===== config.mk =====
export PLATFORM = sky130hd
export DESIGN_NAME = ysyx_24100029_icache
export DESIGN_NICKNAME = d
export VERILOG_FILES = /design/src/rtl/ysyx_24100029_pkg.sv /design/src/rtl/ysyx_24100029_icache_array.sv /design/src/rtl/ysyx_24100029_icache.sv
export SDC_FILE = /design/constraint.sdc
export NUM_CORES = 2
export LEC_CHECK = 0
export ABC_AREA = 1
export CAP_MARGIN = 5
export CELL_PAD_IN_SITES_DETAIL_PLACEMENT = 1
export CELL_PAD_IN_SITES_GLOBAL_PLACEMENT = 1
export CORE_MARGIN = 4
export CORE_UTILIZATION = 50
export CTS_BUF_LIST = sky130_fd_sc_hd__clkbuf_4
export DETAILED_ROUTE_END_ITERATION = 12
export GPL_ROUTABILITY_DRIVEN = 0
export PLACE_DENSITY_LB_ADDON = 0.1
export SLEW_MARGIN = 20
export SYNTH_ARGS = -nofsm -noshare
export SYNTH_HDL_FRONTEND = slang
export SYNTH_SLANG_ARGS = --single-unit

===== constraint.sdc =====
create_clock -name clock -period 4 [get_ports clock]
set_clock_uncertainty 0.05 [all_clocks]
set_input_delay 1 -clock clock [delete_from_list [all_inputs] [get_ports clock]]
set_output_delay 1 -clock clock [all_outputs]
set_load 0.1 [all_outputs]

===== src/rtl/ysyx_24100029_pkg.sv =====
// Shared constants for the ysyx_24100029 fetch path: FSM encodings, AXI
// size/burst/response codes and the fetch base address.
package ysyx_24100029_pkg;

  localparam logic [2:0] S_IDLE    = 3'd0;
  localparam logic [2:0] S_LOOKUP  = 3'd1;
  localparam logic [2:0] S_MISS_AR = 3'd2;
  localparam logic [2:0] S_MISS_R  = 3'd3;
  localparam logic [2:0] S_RESP    = 3'd4;

  localparam logic [1:0] AXI_BURST_INCR = 2'b01;
  localparam logic [2:0] AXI_SIZE_4B    = 3'b010;
  localparam logic [1:0] AXI_RESP_OKAY  = 2'b00;

  localparam logic [31:0] ResetValue = 32'h3000_0000;

  typedef logic [1:0] axi_resp_t;

endpackage


===== src/rtl/ysyx_24100029_icache_array.sv =====
// Direct-mapped tag/valid/data storage: synchronous writes, combinational reads.
// Only the valid bits are reset; tag and data contents are don't-care until validated.
module ysyx_24100029_icache_array #(
  parameter int LINES      = 16,
  parameter int LINE_WORDS = 4,
  parameter int IDX_W      = $clog2(LINES),
  parameter int WORD_W     = $clog2(LINE_WORDS),
  parameter int TAG_W      = 32 - 2 - IDX_W - WORD_W
) (
  input  logic              clock,
  input  logic              reset,
  input  logic              inv_all,
  input  logic [IDX_W-1:0]  rd_idx,
  input  logic [WORD_W-1:0] rd_word,
  output logic [TAG_W-1:0]  rd_tag,
  output logic              rd_valid,
  output logic [31:0]       rd_data,
  input  logic              data_we,
  input  logic [IDX_W-1:0]  wr_idx,
  input  logic [WORD_W-1:0] wr_word,
  input  logic [31:0]       wr_data,
  input  logic              tag_we,
  input  logic [TAG_W-1:0]  wr_tag,
  input  logic              wr_valid
);

  logic [31:0]      data_mem [LINES*LINE_WORDS];
  logic [TAG_W-1:0] tag_mem  [LINES];
  logic [LINES-1:0] valid_reg;

  always_ff @(posedge clock) begin
    if (data_we) data_mem[{wr_idx, wr_word}] <= wr_data;
    if (tag_we)  tag_mem[wr_idx] <= wr_tag;
  end

  always_ff @(posedge clock or negedge reset) begin
    if (!reset)      valid_reg <= '0;
    else if (inv_all) valid_reg <= '0;
    else if (tag_we)  valid_reg[wr_idx] <= wr_valid;
  end

  assign rd_tag   = tag_mem[rd_idx];
  assign rd_valid = valid_reg[rd_idx];
  assign rd_data  = data_mem[{rd_idx, rd_word}];

endmodule


===== src/rtl/ysyx_24100029_icache.sv =====
// Blocking direct-mapped instruction cache: single-word AXI fetch port in,
// whole-line INCR refill bursts out. Bus errors are returned and never cached.
module ysyx_24100029_icache
  import ysyx_24100029_pkg::*;
#(
  parameter int LINES      = 16,
  parameter int LINE_WORDS = 4
) (
  input  logic        clock,
  input  logic        reset,
  input  logic        fence_i,
  input  logic        s_arvalid,
  output logic        s_arready,
  input  logic [31:0] s_araddr,
  input  logic [3:0]  s_arid,
  input  logic [7:0]  s_arlen,
  input  logic [2:0]  s_arsize,
  input  logic [1:0]  s_arburst,
  output logic        s_rvalid,
  input  logic        s_rready,
  output logic [31:0] s_rdata,
  output logic [1:0]  s_rresp,
  output logic        s_rlast,
  output logic [3:0]  s_rid,
  output logic        m_arvalid,
  input  logic        m_arready,
  output logic [31:0] m_araddr,
  output logic [3:0]  m_arid,
  output logic [7:0]  m_arlen,
  output logic [2:0]  m_arsize,
  output logic [1:0]  m_arburst,
  input  logic        m_rvalid,
  output logic        m_rready,
  input  logic [31:0] m_rdata,
  input  logic [1:0]  m_rresp,
  input  logic        m_rlast,
  input  logic [3:0]  m_rid
);

  localparam int IDX_W  = $clog2(LINES);
  localparam int WORD_W = $clog2(LINE_WORDS);
  localparam int TAG_W  = 32 - 2 - IDX_W - WORD_W;

  logic [2:0]        state_reg;
  logic [31:0]       addr_reg;
  logic [31:0]       rdata_reg;
  logic [WORD_W-1:0] beat_reg;
  axi_resp_t         err_reg;
  axi_resp_t         rresp_reg;
  logic              fence_pending_reg;

  logic [TAG_W-1:0]  req_tag;
  logic [IDX_W-1:0]  req_idx;
  logic [WORD_W-1:0] req_word;
  logic [TAG_W-1:0]  rd_tag;
  logic              rd_valid;
  logic [31:0]       rd_data;
  logic              hit;
  logic              fill_beat;
  logic              fill_last;
  logic              inv_all;
  axi_resp_t         fill_resp;

  assign req_tag  = addr_reg[31 -: TAG_W];
  assign req_idx  = addr_reg[2+WORD_W +: IDX_W];
  assign req_word = addr_reg[2 +: WORD_W];

  assign hit       = rd_valid && (rd_tag == req_tag);
  assign fill_beat = (state_reg == S_MISS_R) && m_rvalid;
  assign fill_last = fill_beat && m_rlast;
  // First nonzero response of the burst sticks, including the current beat.
  assign fill_resp = (err_reg != AXI_RESP_OKAY) ? err_reg : m_rresp;
  assign inv_all   = (state_reg == S_IDLE) && (fence_i || fence_pending_reg);

  assign s_arready = (state_reg == S_IDLE) && !fence_pending_reg;
  assign s_rvalid  = (state_reg == S_RESP);
  assign s_rdata   = rdata_reg;
  assign s_rresp   = rresp_reg;
  assign s_rlast   = 1'b1;
  assign s_rid     = 4'd0;

  assign m_arvalid = (state_reg == S_MISS_AR);
  assign m_araddr  = {addr_reg[31:2+WORD_W], {(WORD_W+2){1'b0}}};
  assign m_arid    = 4'd0;
  assign m_arlen   = 8'(LINE_WORDS - 1);
  assign m_arsize  = AXI_SIZE_4B;
  assign m_arburst = AXI_BURST_INCR;
  assign m_rready  = (state_reg == S_MISS_R);

  logic unused_inputs;
  assign unused_inputs = ^{s_arid, s_arlen, s_arsize, s_arburst, m_rid, addr_reg[1:0]};

  ysyx_24100029_icache_array #(
    .LINES      (LINES),
    .LINE_WORDS (LINE_WORDS)
  ) u_array (
    .clock    (clock),
    .reset    (reset),
    .inv_all  (inv_all),
    .rd_idx   (req_idx),
    .rd_word  (req_word),
    .rd_tag   (rd_tag),
    .rd_valid (rd_valid),
    .rd_data  (rd_data),
    .data_we  (fill_beat),
    .wr_idx   (req_idx),
    .wr_word  (beat_reg),
    .wr_data  (m_rdata),
    .tag_we   (fill_last),
    .wr_tag   (req_tag),
    .wr_valid (fill_resp == AXI_RESP_OKAY)
  );

  always_ff @(posedge clock or negedge reset) begin
    if (!reset) begin
      state_reg         <= S_IDLE;
      addr_reg          <= ResetValue;
      rdata_reg         <= '0;
      beat_reg          <= '0;
      err_reg           <= AXI_RESP_OKAY;
      rresp_reg         <= AXI_RESP_OKAY;
      fence_pending_reg <= 1'b0;
    end else begin
      // A fence seen while busy is deferred until the cache is idle again.
      if (state_reg == S_IDLE) fence_pending_reg <= 1'b0;
      else if (fence_i)        fence_pending_reg <= 1'b1;

      case (state_reg)
        S_IDLE: begin
          if (s_arvalid && s_arready) begin
            addr_reg  <= s_araddr;
            state_reg <= S_LOOKUP;
          end
        end
        S_LOOKUP: begin
          if (hit) begin
            rdata_reg <= rd_data;
            rresp_reg <= AXI_RESP_OKAY;
            state_reg <= S_RESP;
          end else begin
            err_reg   <= AXI_RESP_OKAY;
            beat_reg  <= '0;
            state_reg <= S_MISS_AR;
          end
        end
        S_MISS_AR: begin
          if (m_arready) state_reg <= S_MISS_R;
        end
        S_MISS_R: begin
          if (m_rvalid) begin
            beat_reg <= beat_reg + 1'b1;
            err_reg  <= fill_resp;
            if (beat_reg == req_word) rdata_reg <= m_rdata;
            if (m_rlast) begin
              beat_reg  <= '0;
              rresp_reg <= fill_resp;
              state_reg <= S_RESP;
            end
          end
        end
        S_RESP: begin
          if (s_rready) state_reg <= S_IDLE;
        end
        default: state_reg <= S_IDLE;
      endcase
    end
  end

endmodule


==> summary.md <==
| Metric | Value |
|---|---|
| Finished Layout Cells | `11778` |
| Die area | `206400 sq um` |
| CP Max Fanout | `2` |
| Mapped Area | `99580 sq um` |
| TritonRoute pass-1 iters | `6` |
| Layout area overhead | `15.68%` |
| Max Fclk | `0.2614 GHz` |
| Worst slew pin tran | `1192 ps` |
| Port Buffer Count | `137` |
| Ys flop type | `edfxtp_1` |
| Final Hold Vio Count | `0` |
| CP max stage delay | `900 ps` |
| Die height | `454.3 um` |
| Final Max Tran Viols | `0` |
| CP startpoint kind | `flop` |
| CP Data Required Time | `2950 ps` |
| Unrepaired setup endpoints after global routing | `false` |
| EDFF count, synth | `2432` |
| Min-Delay Path Class | `in2reg` |
| CP Class | `reg2out` |
| Initial antenna violation count | `13` |
| H-tree Lvls | `6` |
| Slew Limit Headroom | `20.57%` |
| Worst-path clk slew | `70 ps` |
| Most common cell after layout, fill and taps aside | `edfxtp_1` |
| Crit path buf inv count | `1` |
| Largest net degree at the start of global routing | `134` |
| Root Buffer | `clkbuf_4` |
| CP cell instances | `dlygate4sd2_1` |
| Initial drt markers | `7536` |
| Flip-flop count of the largest register, all copies and words added | `2048` |
| FP Rows | `163` |
| Max_cap viols | `0` |
| Seq/Total Area, Yosys | `75.55%` |
| Filler Cell Count | `19801` |
| Seq pwr share | `37.0%` |
| Vias | `70819` |
| Fin crit share | `95.64%` |
| Leakage | `0.04032 uW` |
| Critical Path End Type | `output port` |
| Total GRT Usage | `31.42%` |
| Syn Inst Count | `7979` |
| Switching power | `33500 uW` |
| Clk sinks | `2520` |
| Combinational power share | `36.2%` |
| Critical-path top delay cell | `dlygate4sd2_1` |
| CP delay by family, top | `buffers and inverters` |
| Share of layout cells above drive strength 1 | `17.69%` |
| Worst-Skew Late Latency | `1460 ps` |
| Setup TNS | `0 ps` |
| First-pass GRT wire length | `477.1 mm` |
| CP arrival | `2780 ps` |
| # IOs | `187` |
| Synth Area per Inst | `12.48 sq um` |
| Die W | `454.3 um` |
| Dpl hpwl | `190.6 mm` |
| Final wirelength | `327.1 mm` |
| Drt wl/cell | `27.77 um` |
| PD cells | `723.5 nW/um^2` |
| Fin nets | `8780` |
| Worst vdd ir | `485.1 uV` |
| Most frequent cells in the layout | `2432 x edfxtp_1, 1566 x nand2_1, 1152 x nor2_1` |
| CTS tree | `done` |
| Yosys warns | `0` |
| Vias in the first global route | `73767` |
| Dpl cells | `10616` |
| Via density | `6.013` |
| DR DRC count | `0` |
| #FFs+latches synth | `2520` |
| Clock Power Share | `26.8%` |
| Synth unique cells | `42` |
| Post-synth ARST share | `3.492%` |
| Biggest register | `u_array.data_mem` |
| Status | `finished clean` |
| Post-route core utilization | `58.29%` |
| ANT nets after route | `0` |
| Core area | `197600 sq um` |
| Final setup vio count | `0` |
| Internal power | `49850 uW` |
| Initial Utilization | `50.39%` |
| CTS buffer count | `670` |
| GRT overflow | `0` |
| Net Sw Frac | `40.19%` |
| Clk buf depth | `4` |
| Final Critical Period | `3825 ps` |
==> cell type report <==
class                      instances  area (sq um)  share of cell area, %
antenna                            7         17.52                0.01521
clock inverter                   101         543.0                 0.4714
multi-input combinational       4846         22400                  19.44
clock buffer                    1017          7635                  6.627
sequential                      2520         75250                  65.32
inverter                          83         336.6                 0.2922
timing repair buffer             564          5723                  4.968
tap                             2640          3303                  2.867
==> cell usage after synthesis, types with 3 or more instances <==
master | count | area, sq um
dfrtp_1 | 86 | 2152
o21ai_0 | 1144 | 5725
buf_2 | 37 | 185.2
o22ai_1 | 504 | 3153
nand2_1 | 1567 | 5882
inv_1 | 75 | 281.5
a221oi_1 | 8 | 70.07
o21ai_1 | 15 | 75.07
a41oi_1 | 5 | 43.79
buf_4 | 64 | 480.5
clkbuf_1 | 406 | 1524
a211oi_1 | 3 | 22.52
nor2_2 | 4 | 25.02
nor2_1 | 1236 | 4639
nor3_1 | 28 | 140.1
edfxtp_1 | 2432 | 73030
a21oi_1 | 64 | 320.3
a21boi_0 | 4 | 30.03
a31oi_1 | 9 | 56.30
nand4_1 | 82 | 513.0
nand3b_1 | 3 | 22.52
nand3_1 | 83 | 415.4
nor4_1 | 3 | 18.77
buf_6 | 3 | 33.78
buf_1 | 44 | 165.2
inv_2 | 4 | 15.01
clkinv_1 | 4 | 15.01
a22o_1 | 43 | 376.6
==> kinds of logic after synthesis <==
group | Yosys count | synth area share (%)
DFF | 2520 | 75.55
AOI/OAI and AO/OA | 1806 | 9.971
buffers and inverters | 637 | 2.711
other | 2 | 0.007541
xor gates and xnor gates | 2 | 0.01759
and+or+nand+nor | 3012 | 11.74
==> final timing paths <==
| kind | startpoint | to | slack [ps] | depth (start not counted) |
|---|---|---|---|---|
| hold / removal | m_rdata[26] | u_array.data_mem[54][26] | 80 | 1 |
| setup / recovery | s_rdata[22] | s_rdata[22] | 170 | 1 |
| min in group asynchronous | reset | addr_reg[30] | 160 | 2 |
| setup reg to reg | addr_reg[4] | s_rdata[8] | 250 | 17 |
| max in group asynchronous | reset | s_rdata[1] | 2830 | 3 |
| hold reg to reg | s_rdata[12] | s_rdata[12] | 430 | 2 |
==> metal layers <==
metal,GRT usage [%],up-vias,part of all wire (%)
li1,-,30537,-
met1,41.60,36274,39
met2,51.56,3349,48
met3,6.444,651,8.8
met4,12.02,8,3.5
met5,0,-,0.017
==> power groups by stage <==
stage | clock network, uW | registers, uW | logic (uW)
4_1_cts | 22700 | 30900 | 30000
3_5_place_dp | 0 | 31400 | 29900
6_report | 22300 | 30900 | 30200
5_1_grt | 24300 | 30900 | 32500
2_1_floorplan | 0 | 32100 | 16600
3_3_place_gp | 0 | 31400 | 28900
==> stage by stage <==
step	total power, uW	hold slack, ps	setup slack, ps	area [sq um]
6_report	83360	81.49	174.6	115200
5_1_grt	87760	7.478	32.59	115200
4_1_cts	83600	7.535	51.98	115200
3_5_place_dp	61290	426.8	362.4	106700
3_3_place_gp	60310	416.1	399.2	106700
2_1_floorplan	48700	448.0	346.1	99680
==> repair_timing <==
action                                  CTS  global route
setup buffers                             0             0
endpoints found under the hold margin   383             0
endpoints found under the setup margin   26             0
hold buffers                             37             0
gates resized for setup                  29             0
No activity file was read; power rests on OpenSTA's default activity.
